File: config.mk
export PLATFORM = sky130hd
export DESIGN_NAME = pierce_seq_ctrl
export DESIGN_NICKNAME = d
export VERILOG_FILES = /design/src/rtl/pierce_seq_pkg.sv /design/src/rtl/pierce_arrow.sv /design/src/rtl/pierce_nor_vec.sv /design/src/rtl/pierce_seq_ctrl.sv
export SDC_FILE = /design/constraint.sdc
export NUM_CORES = 1
export LEC_CHECK = 0
export ABC_AREA = 1
export BUFFER_PORTS_ARGS = -buffer_cell sky130_fd_sc_hd__buf_2
export CAP_MARGIN = 20
export CORE_MARGIN = 1.5
export CORE_UTILIZATION = 55
export CTS_BUF_LIST = sky130_fd_sc_hd__clkbuf_16
export DETAILED_ROUTE_END_ITERATION = 8
export PLACE_DENSITY_LB_ADDON = 0.05
export RECOVER_POWER = 100
export SLEW_MARGIN = 20
export SYNTH_ARGS = -nofsm -noshare
export SYNTH_HDL_FRONTEND = slang
export SYNTH_SLANG_ARGS = --single-unit
File: constraint.sdc
create_clock -name clk -period 2 [get_ports clk]
set_input_delay 0.4 -clock clk [delete_from_list [all_inputs] [get_ports clk]]
set_output_delay 0.4 -clock clk [all_outputs]
set_load 0.01 [all_outputs]
File: src/rtl/pierce_seq_pkg.sv
// Shared types and microcode for the Pierce-gate sequencer.
// Every derived op is a short chain of NOR steps over scratch registers R0..R3.
package pierce_seq_pkg;

    typedef enum logic [2:0] {
        OP_NOT  = 3'd0,
        OP_NOR  = 3'd1,
        OP_OR   = 3'd2,
        OP_AND  = 3'd3,
        OP_IMP  = 3'd4,
        OP_NAND = 3'd5,
        OP_XOR  = 3'd6,
        OP_XNOR = 3'd7
    } op_e;

    typedef enum logic [1:0] {
        S_IDLE = 2'd0,
        S_EXEC = 2'd1,
        S_DONE = 2'd2
    } state_t;

    typedef logic [1:0] reg_idx_t;

    typedef struct packed {
        reg_idx_t src_x;
        reg_idx_t src_y;
        reg_idx_t dst;
        logic     last;
    } uop_t;

    localparam int MAX_STEPS = 6;

    localparam reg_idx_t R0 = 2'd0;
    localparam reg_idx_t R1 = 2'd1;
    localparam reg_idx_t R2 = 2'd2;
    localparam reg_idx_t R3 = 2'd3;

    localparam uop_t UZ = '0;

    function automatic uop_t mk_uop(input reg_idx_t x, input reg_idx_t y,
                                    input reg_idx_t d, input logic l);
        uop_t u;
        u.src_x = x;
        u.src_y = y;
        u.dst   = d;
        u.last  = l;
        return u;
    endfunction

    // Row = op code, column = step; the result always lands in R2.
    localparam uop_t UCODE [8][MAX_STEPS] = '{
        '{mk_uop(R0, R0, R2, 1'b1), UZ, UZ, UZ, UZ, UZ},
        '{mk_uop(R0, R1, R2, 1'b1), UZ, UZ, UZ, UZ, UZ},
        '{mk_uop(R0, R1, R2, 1'b0), mk_uop(R2, R2, R2, 1'b1), UZ, UZ, UZ, UZ},
        '{mk_uop(R0, R0, R2, 1'b0), mk_uop(R1, R1, R3, 1'b0),
          mk_uop(R2, R3, R2, 1'b1), UZ, UZ, UZ},
        '{mk_uop(R0, R0, R2, 1'b0), mk_uop(R2, R1, R2, 1'b0),
          mk_uop(R2, R2, R2, 1'b1), UZ, UZ, UZ},
        '{mk_uop(R0, R0, R2, 1'b0), mk_uop(R1, R1, R3, 1'b0),
          mk_uop(R2, R3, R2, 1'b0), mk_uop(R2, R2, R2, 1'b1), UZ, UZ},
        '{mk_uop(R0, R0, R2, 1'b0), mk_uop(R1, R1, R3, 1'b0),
          mk_uop(R2, R3, R3, 1'b0), mk_uop(R0, R1, R2, 1'b0),
          mk_uop(R2, R3, R2, 1'b1), UZ},
        '{mk_uop(R0, R0, R2, 1'b0), mk_uop(R1, R1, R3, 1'b0),
          mk_uop(R2, R3, R3, 1'b0), mk_uop(R0, R1, R2, 1'b0),
          mk_uop(R2, R3, R2, 1'b0), mk_uop(R2, R2, R2, 1'b1)}
    };

endpackage

File: src/rtl/pierce_arrow.sv
// Single-bit Pierce arrow (NOR) cell from the gate library.
module pierce_arrow (
    input  logic a,
    input  logic b,
    output logic y
);

    assign y = ~(a | b);

endmodule

File: src/rtl/pierce_nor_vec.sv
// WIDTH-bit NOR built from per-bit Pierce cells; the sequencer's only compute path.
module pierce_nor_vec #(
    parameter int WIDTH = 8
) (
    input  logic [WIDTH-1:0] x,
    input  logic [WIDTH-1:0] z,
    output logic [WIDTH-1:0] y
);

    for (genvar i = 0; i < WIDTH; i++) begin : g_bit
        pierce_arrow u_arrow (
            .a(x[i]),
            .b(z[i]),
            .y(y[i])
        );
    end

endmodule

File: src/rtl/pierce_seq_ctrl.sv
// Controller that runs one microcoded NOR step per cycle to evaluate eight bitwise ops.
//   state  | meaning
//   S_IDLE | waiting for a request, req_ready=1
//   S_EXEC | stepping through the op's microprogram
//   S_DONE | result in R2 presented until res_ready
module pierce_seq_ctrl
    import pierce_seq_pkg::*;
#(
    parameter int WIDTH = 8
) (
    input  logic             clk,
    input  logic             rst_n,
    input  logic             req_valid,
    output logic             req_ready,
    input  op_e              req_op,
    input  logic [WIDTH-1:0] req_a,
    input  logic [WIDTH-1:0] req_b,
    output logic             res_valid,
    input  logic             res_ready,
    output logic [WIDTH-1:0] res_data,
    output logic             busy
);

    state_t           state, state_nxt;
    op_e              op_q;
    logic [2:0]       step_q;
    logic [WIDTH-1:0] regs [4];
    uop_t             uop;
    logic [WIDTH-1:0] nor_x, nor_y, nor_out;
    logic             accept, exec_en;

    assign uop   = UCODE[op_q][step_q];
    assign nor_x = regs[uop.src_x];
    assign nor_y = regs[uop.src_y];

    pierce_nor_vec #(.WIDTH(WIDTH)) u_nor (
        .x(nor_x),
        .z(nor_y),
        .y(nor_out)
    );

    assign req_ready = (state == S_IDLE);
    assign res_valid = (state == S_DONE);
    assign busy      = (state != S_IDLE);
    assign res_data  = regs[2];

    always_comb begin
        state_nxt = state;
        accept    = 1'b0;
        exec_en   = 1'b0;
        case (state)
            S_IDLE: begin
                if (req_valid) begin
                    accept    = 1'b1;
                    state_nxt = S_EXEC;
                end
            end
            S_EXEC: begin
                exec_en = 1'b1;
                if (uop.last) state_nxt = S_DONE;
            end
            S_DONE: begin
                if (res_ready) state_nxt = S_IDLE;
            end
            default: state_nxt = S_IDLE;
        endcase
    end

    always_ff @(posedge clk or negedge rst_n) begin
        if (!rst_n) begin
            state  <= S_IDLE;
            op_q   <= OP_NOT;
            step_q <= '0;
            for (int i = 0; i < 4; i++) regs[i] <= '0;
        end else begin
            state <= state_nxt;
            if (accept) begin
                regs[0] <= req_a;
                regs[1] <= req_b;
                regs[2] <= '0;
                regs[3] <= '0;
                op_q    <= req_op;
                step_q  <= '0;
            end else if (exec_en) begin
                regs[uop.dst] <= nor_out;
                step_q        <= step_q + 3'd1;
            end
        end
    end

endmodule

=== Word level (Yosys, flattened, before mapping) ===
Memories as Yosys holds them, arrays and structs flattened.
Cells that the tools add are included.

* Shift operators: 0
* Add/subtract/negate cells: 1
* Reductions and logical operators: 5
* Order comparisons: 6
* Equality and inequality tests: 5
* Multiply operators: 0
* Div/mod/pow operators: 0
* Muxes and demuxes: 25
* Bitwise operators: 21

{| class="wikitable"
|+ Operator list
! cell !! count
|-
| $mux W42 || 2
|-
| $mux W32 || 2
|-
| $mux W8 || 5
|-
| $bmux W8 S2 || 2
|-
| $bwmux W32 || 1
|-
| $bmux W7 S3 || 1
|-
| $demux W8 S2 || 1
|-
| $mux W7 || 2
|-
| $ge A3 B3 Y1 const B || 3
|-
| $not A2 Y3 || 3
|-
| $ge A4 B4 Y1 const B || 2
|-
| $not A1 Y1 || 8
|-
| $not A3 Y4 || 2
|-
| $or A1 B1 Y1 || 8
|-
| $mux W2 || 3
|-
| $mux W3 || 2
|-
| $pmux W2 S3 || 1
|-
| $ne A2 B2 Y1 const B || 2
|-
| $reduce_bool A2 Y1 || 2
|-
| $add A3 B1 Y3 const B || 1
|-
| $lt A3 B1 Y1 const B || 1
|-
| $mux W1 || 3
|-
| $reduce_and A3 Y1 || 1
|-
| $eq A2 B1 Y1 const B || 1
|-
| other kinds (4) || 4
|}

* Memory bits (read-only): 336
* Word-level logic and storage cells: 71
* Latch bits: 0
* Input bits: 23
* RAM bits: 0
* Memories kept: 1
* Register bits: 40
* Output and inout bits: 11

{| class="wikitable"
|+ Memories
! memory !! depth !! bits a word !! read ports !! clocked after Yosys merged registers in !! write ports !! RTL line !! RTL
|-
| (name not given) || 8 || 42 || 1 || 0 || 0 || pierce_seq_ctrl.sv:32 || <nowiki>assign uop = UCODE[op_q][step_q];</nowiki>
|}

=== Longest topological paths before layout ===
Gate-level depths: netlist of the first run.

* Depth after elaboration: 16
* Mapped depth: 13
* Gate-level depth less buffers: 13

=== By module ===
From an unflattened synthesis of the first run, not the netlist that was laid out.

* Cell total of the unflattened synthesis: 450
* Area total of the unflattened synthesis: 3046.7 um^2

{| class="wikitable"
|+ Modules (own cells, without submodules)
! module !! sequential area each (um^2) !! area each (um^2) !! instances !! cells an instance
|-
| pierce_seq_ctrl || 1001.0 || 3016.6 || 1 || 442
|-
| pierce_arrow || 0.0 || 3.8 || 8 || 1
|}

=== Worst setup path after synthesis of the first run ===
No wires, ideal clock.

* Path type: register to register
* Start: register op_q[1]
* End: register regs (netlist bit res_data[7])
* Setup slack: 290 ps
* Data arrival time: 1592 ps
* Required time: 1882 ps
* Path buffers: 0
* Cell stages (with the launch flop): 12
* Clock period less this slack: 1710 ps
* Library setup time: 118 ps
* Path through: dfrtp_1 -> inv_1 -> ha_1 -> inv_1 -> nand2_2 -> o21ai_4 -> nand2_4 -> nand2_4 -> nor3_4 -> nor2_4 -> nand2_1 -> nand2_1

* Longest elaborated chain between the ends: 16
* Elaborated cells between the ends (all ways): 26
* Classes of those cells: order compare (2); mux (16); bitwise (6); reduce/logical (1); memory (1)

{| class="wikitable"
|+ RTL lines
! item !! RTL line !! RTL
|-
| start: declaration || pierce_seq_ctrl.sv:25 || <nowiki>op_e op_q;</nowiki>
|-
| start signal: assignment || pierce_seq_ctrl.sv:82 || <nowiki>op_q <= req_op;</nowiki>
|-
| $not A3 Y4 (not written as such) (*) || pierce_seq_ctrl.sv:32 ||
|-
| $mem_v2 Z8 W42 (*) || - ||
|-
| $mux W42 (not written as such) (*) (2 in a row) || pierce_seq_ctrl.sv:32 ||
|-
| $bmux W7 S3 (*) || pierce_seq_ctrl.sv:32 ||
|-
| $mux W7 (not written as such) (*) (2 in a row) || pierce_seq_ctrl.sv:32 ||
|-
| branches (longest 6 deep; another with $ge A3 B3 Y1) || - ||
|-
| $bwmux W32 (*) || pierce_seq_ctrl.sv:85 || <nowiki>regs[uop.dst] <= nor_out;</nowiki>
|-
| $mux W32 (*) || pierce_seq_ctrl.sv:84 || <nowiki>end else if (exec_en) begin</nowiki>
|-
| $mux W32 (*) || pierce_seq_ctrl.sv:77 || <nowiki>if (accept) begin</nowiki>
|-
| end signal: indexed assignment || pierce_seq_ctrl.sv:85 ||
|-
| end: declaration || pierce_seq_ctrl.sv:27 || <nowiki>logic [WIDTH-1:0] regs [4];</nowiki>
|}

Mark *: on every way between the ends. The select of a mux whose other input is x is not followed.
A chain may end at the register's enable or synchronous reset.

=== Worst setup path after layout of the first run ===
* Start: register step_q[2]
* End: register regs (netlist bit res_data[0])

* Longest elaborated chain between the ends: 13
* Elaborated cells between the ends (all ways): 23
* Classes of those cells: order compare (2); mux (14); bitwise (6); reduce/logical (1)

{| class="wikitable"
|+ RTL lines
! item !! RTL line !! RTL
|-
| start: declaration || pierce_seq_ctrl.sv:26 || <nowiki>logic [2:0] step_q;</nowiki>
|-
| start signal: assignment || pierce_seq_ctrl.sv:86 || <nowiki>step_q <= step_q + 3'd1;</nowiki>
|-
| $not A3 Y4 (not written as such) (*) || pierce_seq_ctrl.sv:32 ||
|-
| $bmux W7 S3 (*) || pierce_seq_ctrl.sv:32 ||
|-
| $mux W7 (not written as such) (*) (2 in a row) || pierce_seq_ctrl.sv:32 ||
|-
| branches (longest 6 deep; another with $ge A3 B3 Y1) || - ||
|-
| $bwmux W32 (*) || pierce_seq_ctrl.sv:85 ||
|-
| $mux W32 (*) || pierce_seq_ctrl.sv:84 ||
|-
| $mux W32 (*) || pierce_seq_ctrl.sv:77 ||
|}

Marked as above.

==> results_dict.tcl, run 1 <==
set metrics [dict create \
    synth_edf_count 0 \
    grt_max_degree 26 \
    finalHoldViolations 0 \
    grt-busiest-layer "met1" \
    post-dp-hpwl_um 6200 \
    slowest_delay_ns 0.43 \
    dpl_cell_area_sq_um 3350 \
    r2r-start "step_q[2]" \
    portBuffers 33 \
    start_kind "flop" \
    root_buffer "clkbuf_16" \
    drt-pass1-iter-count 6 \
    grt_pass1_wl_um 13800 \
    finClkSkew_ns 0.00770 \
    gp_congestion 0.900 \
    rrSetupSlack_ns 0.06 \
    fin_crit_ns 1.94 \
    syn_nets 493 \
    multi_input_area_sq_um 1840 \
    antenna_found_initial 0 \
    avgSynthCellArea_sq_um 6.79 \
    die_h_um 78.6 \
    p_per_area_nw_per_um2 1940 \
    startpoint "step_q[2]" \
    setup_viol 0 \
    grt_overflow 0 \
    die_w_um 78.6 \
    met2_usage_pct 39.7 \
    worst-slew-pin-transition_ns 1.15 \
    initial_core_util_pct 57.1 \
    slew_viol_final 0 \
    area_delta_synth_final_pct 16.1 \
    grt_use_met3_pct 3.49 \
    ir_drop_v 0.000856 \
    final_cells 577 \
    path_class "reg -> reg" \
    maxSlewHeadroom_pct 23.1 \
    viasPerCell 5.65 \
    maxCapViolCount 0 \
    die_area_sq_um 6170 \
    endpoint_kind "flop" \
    timing.final.crit_share_pct 97.0 \
    drc_errors 0 \
    status "complete, no violations" \
    io_pins 34 \
    path_max_fanout 8 \
    cp_top_family "simple AND/OR/NAND/NOR gates" \
    fin_nets 535 \
    drt-total-wl_um 8840 \
    seq_area_frac_synth_pct 31.9 \
    syn-instance-count 463 \
    worstHoldPathCells 2 \
    clockBufferDepth 2 \
    synth_top_area_share_pct 31.9 \
    synth_area_leaders "dfrtp_1 32%, nand2_1 18%, nand3_1 13%, inv_1 7.4%, nand4_1 6.6%" \
    num_vias 3262 \
    clock.fmax_mhz 515 \
    reg2regPathDepth 8 \
    hp-class "in -> reg" \
    layout-drive-gt1-share_pct 20.8 \
    coreArea_sq_um 5510 \
    syn_area_sq_um 3140 \
    cp.depth 8 \
    antenna_left 0 \
    n_fill_cell 486 \
    yosysTopAreaCell "dfrtp_1" \
    p_leak_nw 1.95 \
    worst_slack_ns 0.0600 \
    cts_tree "yes" \
    rr_endpoint "res_data[0]" \
    ys_ff_latch 40 \
    wire_per_inst_um 15.3 \
    grt_usage_pct 28.4 \
    clkSlewWorstSetupHoldPaths_ns 0.06 \
    critPathBufInv 2 \
    synthArstFlopShare_pct 100 \
    yosysMostFrequentCell "nand2_1" \
    worstPathRequired_ns 2.22 \
    final_area_sq_um 3650 \
    pre_cts_ws_ns 0.0272 \
    numCtsBuffers 5 \
    synth_ff_type "dfrtp_1" \
    clock_sinks 40 \
    placedCellCount 561 \
    rsz0062_at_grt "yes" \
    crit_arrival_ns 2.16 \
    yosys_warnings 0 \
    synthDistinctLibCells 25 \
    core.rowCount 27 \
    seq_area_sq_um 1000 \
    critPathSlowestCell "dfrtp_1" \
    first_global_vias 2761 \
    min_from "res_ready" \
    met1_usage_pct 46.2 \
    htree_levels 2 \
    num_antenna_cells 0 \
    first_iter_violations 325 \
    whs_endpoint "state[1]" \
    clk_latency_ns 0.28 \
    synthTopCellsByCount "151 x nand2_1, 82 x nand3_1, 62 x inv_1, 40 x dfrtp_1, 33 x nand4_1" \
    crit_chain "inv_1 -> nand3_1 -> nand3_4 -> buf_4 -> nand3_1 -> nand2_1 -> nand4_1 -> nand2_1" \
]
[layout make-up]
| cell class | count | share of cell area, % |
|---|---|---|
| clock buffers | 5 | 3.43 |
| clock inverters | 2 | 0.343 |
| inverters | 69 | 7.17 |
| multi-input cells | 336 | 50.3 |
| flip-flops and latches | 40 | 27.5 |
| well taps | 72 | 2.47 |
| repair buffers | 53 | 8.71 |
[where the power goes]
part	total, mW	switching [mW]	internal, mW
logic	4.93	3.34	1.59
registers	1.39	0.233	1.15
clock network	0.777	0.324	0.453
[kinds of logic after synthesis]
family | after synthesis | share of synthesized area [%]
AOI/OAI and AO/OA | 27 | 4.78
DFF | 40 | 31.9
xor gates and xnor gates | 1 | 0.279
adders and majority gates | 7 | 2.79
and+or+nand+nor | 298 | 46.5
buffers and inverters | 90 | 13.8
[metrics by stage]
| stage | hold slack (ns) | total power [mW] | setup TNS, ns | util, % |
|---|---|---|---|---|
| after floorplan | 0.104 | 4.78 | 0 | - |
| after global placement | 0.401 | 5.55 | 0 | 60.9 |
| final | 0.288 | 7.09 | 0 | 66.2 |
| after global routing | 0.308 | 7.75 | -0.171 | 66.2 |
| after CTS | 0.0917 | 6.44 | 0 | 63.5 |
| after detailed placement | 0.395 | 5.62 | 0 | 60.9 |
[flip-flops by register name (all words and copies together) (netlist names)]
name and flops:
res_data 8, op_q 3, step_q 3, regs 24, state 2
[routing by layer]
metal	part of all wire (%)	wire length, um	up-vias
met5	0	0	-
met4	1.9	172	0
met3	9.8	867	19
met2	42	3680	206
met1	47	4120	1445
li1	-	-	1592
[worst max path at each step]
| stage | endpoint | slack [ns] |
|---|---|---|
| floorplan | res_data[7] | 0.29 |
| global placement | regs[31] | 0.09 |
| detailed placement | regs[31] | 0.03 |
| CTS | regs[2] | 0.03 |
| global route | regs[4] | -0.04 |
| finish | res_data[0] | 0.06 |
[cell usage in the layout (no fill, tap or decap), drive strengths merged]
cell type / netlist / final
nor3: 1 / 1
o31ai: 1 / 1
clkbuf: 0 / 18
xnor2: 1 / 1
nand3: 89 / 92
nand4: 33 / 33
buf: 21 / 40
dfrtp: 40 / 40
inv: 69 / 69
nor2: 14 / 14
ha: 7 / 7
o22ai: 1 / 1
o21ai: 25 / 25
clkinvlp: 0 / 1
clkinv: 0 / 1
nand2: 161 / 161
[repair_timing]
action                                  CTS  global route
hold buffers                              0             0
pin swaps                                 0             8
resized for setup                         1            29
buffers inserted                          0             6
cloned                                    0             3
endpoints found under the setup margin    1            32
Power figures use the tool's default switching activity.
==> run 2, diff against run 1 <==
- BUFFER_PORTS_ARGS: -buffer_cell sky130_fd_sc_hd__buf_2 -> -buffer_cell sky130_fd_sc_hd__clkbuf_2
- CORE_ASPECT_RATIO: not set -> 0.8
==> run 2 against run 1 <==
  * Wire length up 4.3%
  * First-iteration DRC count grew 18%
  * Final cell count grew 2.8%
==> results_dict.tcl, run 2 (synthesis gave the netlist of run 1 again) <==
set metrics [dict create \
    numCtsBuffers 5 \
    min_from "res_ready" \
    endpoint_kind "flop" \
    die_w_um 87.5 \
    worstPathRequired_ns 2.17 \
    clock.fmax_mhz 528 \
    layout_commonest_cell "nand2_1" \
    path_class "reg -> reg" \
    p_leak_nw 2.01 \
    final_cell_mix "145 x nand2_1, 71 x nand3_1, 61 x inv_1, 38 x dfrtp_1, 33 x nand4_1" \
    largest_reg_flops 24 \
    maxCapViolCount 0 \
    cts_tree "yes" \
    max_flop_register "regs" \
    num_antenna_cells 0 \
    fin_total_pwr_mw 7.46 \
    finalHoldViolations 0 \
    first_global_vias 2968 \
    post-dp-hpwl_um 6350 \
    final_area_sq_um 3750 \
    gp_congestion 0.900 \
    antenna_left 0 \
    root_buffer "clkbuf_16" \
    grt_pass1_wl_um 14100 \
    antenna_found_initial 0 \
    slew_viol_final 0 \
    io_pins 34 \
    crit_arrival_ns 2.07 \
    initial_core_util_pct 57.5 \
    pre_cts_ws_ns 0.0680 \
    timing.final.crit_share_pct 94.8 \
    p_per_area_nw_per_um2 1990 \
    hp-class "in -> reg" \
    start_kind "flop" \
    clkSlewWorstSetupHoldPaths_ns 0.06 \
    drc_errors 0 \
    reg2regPathDepth 12 \
    drt-pass1-iter-count 5 \
    dpl_cell_area_sq_um 3420 \
    core.rowCount 24 \
    holdBufCountCts 0 \
    portBuffers 33 \
    grt_overflow 0 \
    grt_usage_pct 29.6 \
    hold-worst-slack_ns 0.281 \
    htree_levels 2 \
    num_vias 3393 \
    fin_nets 545 \
    grt_max_degree 41 \
    startpoint "op_q[1]" \
    layout-drive-gt1-share_pct 22.5 \
    rsz0062_at_grt "yes" \
    worst-slew-pin-transition_ns 1.04 \
    drt-total-wl_um 9220 \
    ir_drop_v 0.000988 \
    rrSetupSlack_ns 0.10 \
    critPathCapture "regs[2]" \
    die_h_um 70.6 \
    maxSlewHeadroom_pct 30.6 \
    clock_sinks 40 \
    clk_latency_ns 0.29 \
    fin_crit_ns 1.90 \
    wire_per_inst_um 15.5 \
    tns_ns 0 \
    first_iter_violations 385 \
    viasPerCell 5.72 \
    setup_viol 0 \
    die_area_sq_um 6180 \
    clockBufferDepth 2 \
    worst_slack_ns 0.105 \
    rr_endpoint "regs[2]" \
    path_max_fanout 6 \
    r2r-start "op_q[1]" \
    area_delta_synth_final_pct 19.2 \
    coreArea_sq_um 5470 \
    finClkSkew_ns 0.00512 \
    status "complete, no violations" \
]
run 2: cell count changes in the layout (fill, tap and decap cells not counted), sizes merged:
cell,previous run,this run
clkbuf,18,39
buf,40,31
nand3,92,90
clkinvlp,1,0
inv,69,70
run 2: worst min-delay path by stage:
stage	endpoint	cells after the start	slack (ns)
floorplan	op_q[0]	0	0.10
global placement	regs[5]	2	0.47
detailed placement	regs[5]	2	0.48
CTS	res_data[2]	2	0.21
global route	state[1]	2	0.30
finish	state[1]	2	0.28
run 2: power by group:
group          internal [mW]  switching (mW)
combinational           1.85            3.45
clock                  0.449           0.321
sequential              1.15           0.241
total                   3.45            4.01
run 2: layout make-up:
type,instances,area [sq um]
Tap cell,78,97.6
Clock inverter,2,8.76
Clock buffer,5,125
Multi-Input combinational cell,334,1820
Inverter,69,262
Sequential cell,40,1000
Timing Repair Buffer,65,434
Fill cell,509,1720
run 2: repair_timing:
action                                  CTS  global route
buffers inserted                          0            10
endpoints found under the setup margin    0            32
gates resized for setup                   0            30
run 2: through the flow:
step / std cells / util [%]
floorplan: 463 / -
global placement: 575 / 62.6
detailed placement: 575 / 62.6
CTS: 582 / 65.0
global route: 593 / 68.5
finish: 593 / 68.5
run 2: routing by layer:
layer	share of wire [%]	GRT usage [%]	vias to the layer above
li1	-	-	1603
met1	43	42.5	1570
met2	45	45.8	189
met3	9.4	5.60	31
met4	2.6	7.94	0
met5	0	0	-
run 2: critical path: stages (launching register included):
cell and delay [ns]:
dfrtp_1 0.41, ha_1 0.20, nand2_1 0.08, nand2_1 0.11
nand3_2 0.10, nand2_4 0.13, nand3_4 0.15, buf_12 0.16
nor2_8 0.08, nor2_2 0.06, buf_4 0.19, nand2_1 0.07
nand2_1 0.05
==> run 3, diff against run 2 <==
- ABC_AREA: 1 -> not set
==> run 3 against run 2 <==
  * Via count is 1.6% lower
  * The run now ends with setup timing left
  * Utilization is 13 points higher
  * Sequential power is 19% higher
  * Non-clock buffer count is 34 higher
  * Area after synthesis is 1.1% lower
==> results_dict.tcl, run 3 <==
set metrics [dict create \
    finClkSkew_ns 0.00569 \
    critPathBufInv 3 \
    layout-drive-gt1-share_pct 42.2 \
    clock_sinks 40 \
    crit_arrival_ns 2.64 \
    grt_overflow 0 \
    yosysMostFrequentCell "dfrtp_1" \
    wire_per_inst_um 22.0 \
    hold-worst-slack_ns 0.249 \
    yosysTopAreaCell "dfrtp_1" \
    ir_drop_v 0.000972 \
    htree_levels 2 \
    p_leak_nw 1.81 \
    synthDistinctLibCells 53 \
    initial_core_util_pct 57.2 \
    endpoint_kind "flop" \
    critPathSlowestCell "or3b_4" \
    reg2regPathDepth 10 \
    syn-instance-count 347 \
    antenna_left 0 \
    crit_chain "inv_2 -> ha_1 -> or3b_4 -> a211oi_4 -> a211oi_4 -> buf_12 -> buf_12 -> a221oi_4 -> o21ai_4 -> o31ai_2" \
    die_area_sq_um 6110 \
    multi_input_area_sq_um 2360 \
    first_iter_violations 329 \
    path_class "reg -> reg" \
    seq_area_sq_um 1000 \
    post-dp-hpwl_um 6180 \
    fin_nets 448 \
    worstPathRequired_ns 2.20 \
    max_flop_register "regs" \
    worst-slew-pin-transition_ns 0.989 \
    portBuffers 33 \
    synth_edf_count 0 \
    clock.fmax_mhz 409 \
    seq_area_frac_synth_pct 32.2 \
    fin_total_pwr_mw 9.42 \
    grt_usage_pct 32.4 \
    core.rowCount 24 \
    slew_viol_final 0 \
    largest_reg_flops 24 \
    gp_congestion 0.911 \
    drc_errors 0 \
    final_cell_mix "47 x buf_4, 40 x dfrtp_1, 32 x nand2_1, 27 x nand3_1, 24 x and3_1" \
    root_buffer "clkbuf_16" \
    drt-pass1-iter-count 5 \
    fin_crit_ns 2.44 \
    cp_top_family "compound AO/OA/AOI/OAI gates" \
    slowest_delay_ns 0.38 \
    r2r-start "op_q[1]" \
    maxSlewHeadroom_pct 34.0 \
    path_max_fanout 8 \
    num_antenna_cells 0 \
    start_kind "flop" \
    rr_endpoint "res_data[5]" \
    clockBufferDepth 2 \
    avgSynthCellArea_sq_um 8.95 \
    numCtsBuffers 5 \
    n_fill_cell 313 \
    setup_viol 32 \
    clk_latency_ns 0.29 \
    hp-class "in -> async" \
    syn_nets 377 \
    area_delta_synth_final_pct 42.9 \
    synth_top_area_share_pct 32.2 \
    rrSetupSlack_ns -0.44 \
    coreArea_sq_um 5440 \
    rsz0062_at_grt "yes" \
    drt-total-wl_um 11000 \
    syn_area_sq_um 3110 \
    clkSlewWorstSetupHoldPaths_ns 0.07 \
    p_per_area_nw_per_um2 2120 \
    violations "setup timing" \
    yosys_warnings 0 \
    cts_tree "yes" \
    finalHoldViolations 0 \
    status "complete, but fails checks" \
    layout_commonest_cell "buf_4" \
    die_w_um 87.0 \
    maxCapViolCount 0 \
    synth_area_leaders "dfrtp_1 32%, mux2i_1 7.1%, o31ai_1 6.8%, and3_1 5.6%, nand3_1 4.5%" \
    io_pins 34 \
    grt_pass1_wl_um 15400 \
    first_global_vias 2971 \
    ys_ff_latch 40 \
    viasPerCell 6.72 \
    grt_max_degree 20 \
    antenna_found_initial 0 \
    holdBufCountCts 0 \
    num_vias 3339 \
    die_h_um 70.2 \
    worst_slack_ns -0.444 \
    synth_ff_type "dfrtp_1" \
    synthTopCellsByCount "40 x dfrtp_1, 32 x nand2_1, 28 x and3_1, 28 x nand3_1, 28 x o31ai_1" \
    synthArstFlopShare_pct 100 \
    timing.final.crit_share_pct 122 \
]
==> run 3: cell count changes after synthesis, moves of 8 or more <==
cell,change
a31oi_1,+15
mux2i_1,+22
mux2_2,+10
o31ai_1,+27
nand2_1,-119
buf_2,+9
and3_1,+28
nand3_1,-54
a211oi_1,+8
inv_1,-53
nand4_1,-33
clkbuf_1,+9
==> run 3: per-layer routing <==
metal | GRT usage, % | vias to the layer above | routed length (um)
met3 | 4.96 | 43 | 1040
met5 | 0 | - | 0
met4 | 8.78 | 0 | 316
met2 | 49.2 | 232 | 4970
li1 | - | 1468 | -
met1 | 47.7 | 1596 | 4620
==> run 3: metrics by stage <==
stage	area, sq um	util, %	cells	setup WS [ns]	setup TNS [ns]
2_1_floorplan	3160	-	347	-0.200	-5.35
5_1_grt	4440	81.7	497	-0.523	-13.02
4_1_cts	4130	75.9	490	-0.370	-9.84
3_5_place_dp	3700	68.1	479	-0.373	-10.06
6_report	4440	81.7	497	-0.444	-10.91
3_3_place_gp	3700	68.1	479	-0.315	-8.42
==> run 3: repair_timing <==
item / CTS / global route
gates resized for setup: 47 / 44
hold endpoints to repair: 0 / 0
cloned: 0 / 3
buffers inserted: 4 / 5
pin swaps: 15 / 15
setup endpoints to repair: 32 / 34
==> run 3: layout make-up <==
cell class,instances,share of cell area (%)
Multi-Input combinational cell,262,53.1
Sequential cell,40,22.5
Timing Repair Buffer,99,17.5
Clock buffer,5,2.82
Tap cell,78,2.20
Clock inverter,3,0.958
Inverter,10,0.902
==> run 3: cells by family after synthesis <==
kind of cell / after synthesis / share of synthesized area (%)
AND/OR/NAND/NOR: 113 / 19.9
AO/OA/AOI/OAI: 109 / 26.2
buffers and inverters: 46 / 8.13
flip-flops: 40 / 32.2
multiplexers: 32 / 10.7
adder cells (fa/ha/maj): 7 / 2.82
==> run 3: how the worst max path moves through the flow <==
stage,startpoint,to,slack (ns),depth (start not counted)
floorplan,op_q[1],regs[31],-0.20,9
global placement,op_q[0],res_data[3],-0.31,10
detailed placement,op_q[0],regs[3],-0.37,10
CTS,op_q[1],regs[27],-0.37,11
global route,op_q[1],res_data[5],-0.52,10
finish,op_q[1],res_data[5],-0.44,10
==> run 3: report_power, final <==
| part | internal, mW | total (mW) | switching, mW |
|---|---|---|---|
| logic | 3.15 | 6.82 | 3.67 |
| clock network | 0.587 | 0.952 | 0.365 |
| registers | 1.16 | 1.65 | 0.491 |
